[src/rtl/demux_collect5_2_if.sv]
// Handshake bundle for demux_collect5_2: symbol side in, collected word side out.
// The master modport drives symbols and drains words; the slave modport is the collector.
interface demux_collect5_2_if #(
  parameter int N_LANES = 5,
  parameter int LANE_W  = 2,
  parameter int SEL_W   = $clog2(N_LANES)
);
  logic                      in_valid;
  logic [LANE_W-1:0]         in_data;
  logic                      in_ready;
  logic                      flush;
  logic [N_LANES*LANE_W-1:0] out_data;
  logic                      out_valid;
  logic                      out_ready;
  logic [SEL_W-1:0]          lane;

  modport master (
    output in_valid, in_data, flush, out_ready,
    input  in_ready, out_data, out_valid, lane
  );

  modport slave (
    input  in_valid, in_data, flush, out_ready,
    output in_ready, out_data, out_valid, lane
  );
endinterface

[src/rtl/demux_collect5_2.sv]
// Lane-by-lane collector of a serial symbol stream into an N_LANES*LANE_W word.
// Define DEMUX_OVERLAP_EN to accept lane 0 of the next word on the drain cycle.
module demux_collect5_2 #(
  parameter int N_LANES = 5,
  parameter int LANE_W  = 2,
  parameter int SEL_W   = $clog2(N_LANES)
) (
  input logic              clk,
  input logic              rst,
  demux_collect5_2_if.slave link_io
);

  typedef enum logic {
    FILL = 1'b0,
    HOLD = 1'b1
  } state_e;

  localparam logic [SEL_W-1:0] LAST_LANE = SEL_W'(N_LANES - 1);

  state_e                    state_q;
  logic [SEL_W-1:0]          lane_q;
  logic [N_LANES*LANE_W-1:0] outData_q;
  logic                      outValid_q;
  logic                      overlapReady;
  logic                      accept;

`ifdef DEMUX_OVERLAP_EN
  // The word being drained frees the buffer, so its lane 0 can be refilled in the same cycle.
  assign overlapReady = (state_q == HOLD) && link_io.out_ready;
`else
  assign overlapReady = 1'b0;
`endif

  assign link_io.in_ready  = !rst && ((state_q == FILL) || overlapReady);
  assign accept            = link_io.in_valid && link_io.in_ready;
  assign link_io.out_data  = outData_q;
  assign link_io.out_valid = outValid_q;
  assign link_io.lane      = lane_q;

  always_ff @(posedge clk or posedge rst) begin
    if (rst) begin
      state_q    <= FILL;
      lane_q     <= '0;
      outData_q  <= '0;
      outValid_q <= 1'b0;
    end else if (link_io.flush) begin
      state_q    <= FILL;
      lane_q     <= '0;
      outData_q  <= '0;
      outValid_q <= 1'b0;
    end else begin
      case (state_q)
        FILL: begin
          if (accept) begin
            for (int k = 0; k < N_LANES; k++) begin
              if (lane_q == SEL_W'(k)) begin
                outData_q[k*LANE_W +: LANE_W] <= link_io.in_data;
              end
            end
            if (lane_q == LAST_LANE) begin
              lane_q     <= '0;
              state_q    <= HOLD;
              outValid_q <= 1'b1;
            end else begin
              lane_q <= lane_q + SEL_W'(1);
            end
          end
        end
        HOLD: begin
          if (link_io.out_ready) begin
            state_q    <= FILL;
            outValid_q <= 1'b0;
            // Only reachable with the overlap build; otherwise in_ready is low here.
            if (accept) begin
              outData_q[LANE_W-1:0] <= link_io.in_data;
              lane_q                <= SEL_W'(1);
            end
          end
        end
        default: state_q <= FILL;
      endcase
    end
  end

endmodule

[src/flat_wrapper.sv]
// flat-port wrapper written by rule: the top's interface ports become plain ports
module demux_collect5_2_flat 
#(
  parameter int N_LANES = 5,
  parameter int LANE_W  = 2,
  parameter int SEL_W   = $clog2(N_LANES)
)
  (clk, rst, link_io_in_valid, link_io_in_data, link_io_flush, link_io_out_ready, link_io_in_ready, link_io_out_data, link_io_out_valid, link_io_lane);
  demux_collect5_2_if #(.N_LANES(N_LANES), .LANE_W(LANE_W), .SEL_W(SEL_W)) link_io_i ();
  input logic clk;
  input logic rst;
  input wire logic [$bits(link_io_i.in_valid)-1:0] link_io_in_valid;
  input wire logic [$bits(link_io_i.in_data)-1:0] link_io_in_data;
  input wire logic [$bits(link_io_i.flush)-1:0] link_io_flush;
  input wire logic [$bits(link_io_i.out_ready)-1:0] link_io_out_ready;
  output wire logic [$bits(link_io_i.in_ready)-1:0] link_io_in_ready;
  output wire logic [$bits(link_io_i.out_data)-1:0] link_io_out_data;
  output wire logic [$bits(link_io_i.out_valid)-1:0] link_io_out_valid;
  output wire logic [$bits(link_io_i.lane)-1:0] link_io_lane;
  assign link_io_i.in_valid = link_io_in_valid;
  assign link_io_i.in_data = link_io_in_data;
  assign link_io_i.flush = link_io_flush;
  assign link_io_i.out_ready = link_io_out_ready;
  assign link_io_in_ready = link_io_i.in_ready;
  assign link_io_out_data = link_io_i.out_data;
  assign link_io_out_valid = link_io_i.out_valid;
  assign link_io_lane = link_io_i.lane;
  demux_collect5_2 #(.N_LANES(N_LANES), .LANE_W(LANE_W), .SEL_W(SEL_W)) u_core (.clk(clk), .rst(rst), .link_io(link_io_i));
endmodule
[config.mk]
export PLATFORM = sky130hd
export DESIGN_NAME = demux_collect5_2_flat
export DESIGN_NICKNAME = d
export VERILOG_FILES = /design/src/rtl/demux_collect5_2_if.sv /design/src/rtl/demux_collect5_2.sv /design/src/flat_wrapper.sv
export SDC_FILE = /design/constraint.sdc
export NUM_CORES = 1
export LEC_CHECK = 0
export ABC_AREA = 1
export CAP_MARGIN = 25
export CELL_PAD_IN_SITES_DETAIL_PLACEMENT = 0
export CELL_PAD_IN_SITES_GLOBAL_PLACEMENT = 2
export CORE_ASPECT_RATIO = 1.75
export CORE_MARGIN = 2
export CORE_UTILIZATION = 30
export CTS_BUF_LIST = sky130_fd_sc_hd__clkbuf_2
export CTS_CLUSTER_DIAMETER = 120
export DETAILED_ROUTE_END_ITERATION = 6
export PLACE_DENSITY_LB_ADDON = 0.1
export RECOVER_POWER = 100
export SLEW_MARGIN = 0
export SYNTH_ARGS = -nofsm -noshare
export SYNTH_HDL_FRONTEND = slang
export SYNTH_SLANG_ARGS = --single-unit
export TNS_END_PERCENT = 50
[constraint.sdc]
create_clock -name clk -period 4.22 [get_ports clk]
set_clock_uncertainty 0.2 [all_clocks]
set_input_delay 0.844 -clock clk [delete_from_list [all_inputs] [get_ports clk]]
set_output_delay 0.844 -clock clk [all_outputs]
set_load 0.03 [all_outputs]
==> results by group <==
CTS
  – Num Clock Sinks: 15
  – Post-CTS Setup Inserts: 0
  – CTS Buffer Depth: 2
  – Post-cts sizing count: 0
  – Clock Latency Late Sink: 0.29 ns
  – H-Tree Depth: 1
  – Hold_buf cts: 0
  – CTS tree: yes
  – Root Buffer: clkbuf_2
  – Reg clk slew, reported paths: 0.15 ns
  – Cts bufs inserted: 3

Critical path
  – Critical path required time: 3.18 ns
  – CP Class: in -> out
  – CP arrival: 2.38 ns
  – CP endpoint kind: output port
  – Startpoint types: primary input
  – Max FO, Critical Path: 2

STA
  – Final setup violation count: 0
  – Actual slew at the worst max-slew pin: 0.6009 ns
  – Fin Hold WS: 0.2843 ns
  – RSZ-0062 raised after global routing: false
  – Max transition margin: 0.5990
  – Final worst slack: 0.7966 ns
  – Top achievable clock speed: 292.1 MHz
  – Count of pins over their slew limit: 0
  – Min Tclk post-route: 3.423 ns
  – Final Hold Viols: 0
  – Period Utilization, post-route: 0.8112
  – Setup TNS: 0 ns

Yosys
  – Synth top area share: 0.4800
  – Post-synth top cells: nand2_1, dfrtp_1, inv_1
  – Most numerous cell in the Yosys netlist: nand2_1
  – Ys Warns: 0
  – Seq/Total Area, Yosys: 0.4800
  – Synthesized area: 782.0 um^2
  – EDFF count, synth: 0
  – FFs w/ async S/R, synth: 1.000
  – Synth Register Bits: 15
  – Syn Nets: 104
  – Top_reg_cell synth: dfrtp_1
  – Post-synthesis cell count: 92
  – Synth cell types: 16
  – Synth area leader: dfrtp_1
  – Mapped Avg Cell Area: 8.500 um^2
  – Largest cells by area after synthesis: dfrtp_1, nand2_1, ha_1, inv_1, nand3_1

Global routing
  – Total gr overflow: 0
  – Largest net degree at the start of global routing: 16
  – Initial antenna violation count: 0
  – Vias in the first global route: 713
  – Tot GR Track Use: 0.1319
  – First-pass GRT wire length: 3.077 mm

Power and ir drop
  – Static Leak: 0.5581 nW
  – PD cells: 349.2 mW/mm^2
  – Worst VDD drop: 0.1726 mV

Cells and area
  – Design area: 0.001015 mm^2
  – Final Non-Filler Cells: 143
  – FF/Latch Area: 375.4 um^2
  – Layout cells sized above 1: 0.07692
  – N_diodes: 0
  – Multi-input logic area: 324.1 um^2
  – Layout area overhead: 29.76%
  – Number of fillers in the final layout: 284
  – Final layout net count: 130

Place
  – HPWL after DPL: 1.327 mm
  – GPL Wtd Cong: 0.7418
  – Placed Instances: 139
  – Dpl cell area: 0.001025 mm^2
  – Port Buffers: 21
  – DP Worst Slack: 1.054 ns

Die
  – DIE AREA: 0.003047 mm^2
  – Starting density of the core: 0.3138
  – Die Height: 71.54 um
  – Area of the core: 0.002492 mm^2
  – I/O pin count: 22
  – Site Rows: 24
  – Horiz. Die Dim: 42.60 um

Run
  – Max Cap Violations: 0

Worst hold path
  – Class of the worst hold path: reg -> reg

Routing
  – Post-route ant nets: 0
  – Final Routed Wirelength: 1.697 mm
  – # DRC: 0
  – Routed vias: 656
  – Post-DR wirelength/cell: 11.87 um
  – Vias/cell: 4.587
  – Drt pass-1 iters: 4
  – Iter 0 DRT Violations: 12

Run status
  – Status: completed
-- sequential cells by signal (all words and copies together), names as in the netlist --
register                  cells
u_core.link_io.out_data      10
u_core.link_io.lane           3
u_core.link_io.out_valid      1
u_core.state_q                1
-- where the power goes --
group	internal, mW	switching [mW]	leakage (nW)	total (mW)
sequential	0.158	0.0100	0.199	0.168
combinational	0.0413	0.0718	0.343	0.113
clock	0.0251	0.0478	0.0166	0.0730
-- worst max-delay path, cell delays in order --
cell and delay, ns:
dlygate4sd3_1 0.55, nor2_1 0.20, dlygate4sd3_1 0.78
-- per-layer routing --
layer | up-vias | GRT usage | part of all wire | wire length, um
li1 | 344 | - | - | -
met1 | 293 | 0.1603 | 0.43 | 724
met2 | 14 | 0.2256 | 0.52 | 876
met3 | 5 | 0.01763 | 0.035 | 60
met4 | 0 | 0.06250 | 0.021 | 35
met5 | - | 0 | 0 | 0
-- layout by cell type, fill, tap and decap left out --
cell type / Yosys / layout
clkdlybuf4s50_1: 0 / 4
o21a_1: 1 / 1
nand4_1: 3 / 3
nand2_4: 2 / 1
inv_2: 4 / 4
nor2_1: 5 / 6
dlygate4sd3_1: 0 / 17
o21bai_1: 1 / 1
inv_1: 10 / 10
nand2_1: 27 / 29
clkbuf_2: 0 / 4
ha_1: 5 / 5
o21ai_0: 7 / 9
dfrtp_1: 15 / 15
nand3_1: 7 / 8
-- layout make-up --
class / instances / share of cell area
multi-input cells: 63 / 0.3194
flip-flops and latches: 15 / 0.3699
well taps: 26 / 0.03206
clock buffers: 4 / 0.01973
inverters: 14 / 0.05179
repair buffers: 21 / 0.2072
-- stage by stage --
stage / util / total power [mW]
6_report: 0.4071 / 0.3544
5_1_grt: 0.4071 / 0.3777
3_3_place_gp: 0.4111 / 0.2972
3_5_place_dp: 0.4111 / 0.2979
4_1_cts: 0.4192 / 0.3722
2_1_floorplan: - / 0.2475
-- final timing paths --
check,startpoint,end,slack [ns],cells after the start
worst max-delay path,rst,link_io_in_ready,0.80,3
worst max register to register,u_core.state_q,u_core.link_io.out_data[2],2.62,4
worst min-delay path,u_core.link_io.out_data[0],u_core.link_io.out_data[0],0.28,2
max in group asynchronous,rst,u_core.link_io.out_data[4],2.57,2
worst min register to register,u_core.link_io.out_data[0],u_core.link_io.out_data[0],0.28,2
min in group asynchronous,rst,u_core.link_io.out_data[1],0.86,2
-- cells by family after synthesis --
logic type | after synthesis | share of synthesized area
compound gates | 11 | 0.08641
flops | 15 | 0.4800
fa+ha+maj | 5 | 0.08000
simple gates | 47 | 0.2864
buf+inv | 14 | 0.06720
Power figures use the tool's default switching activity.
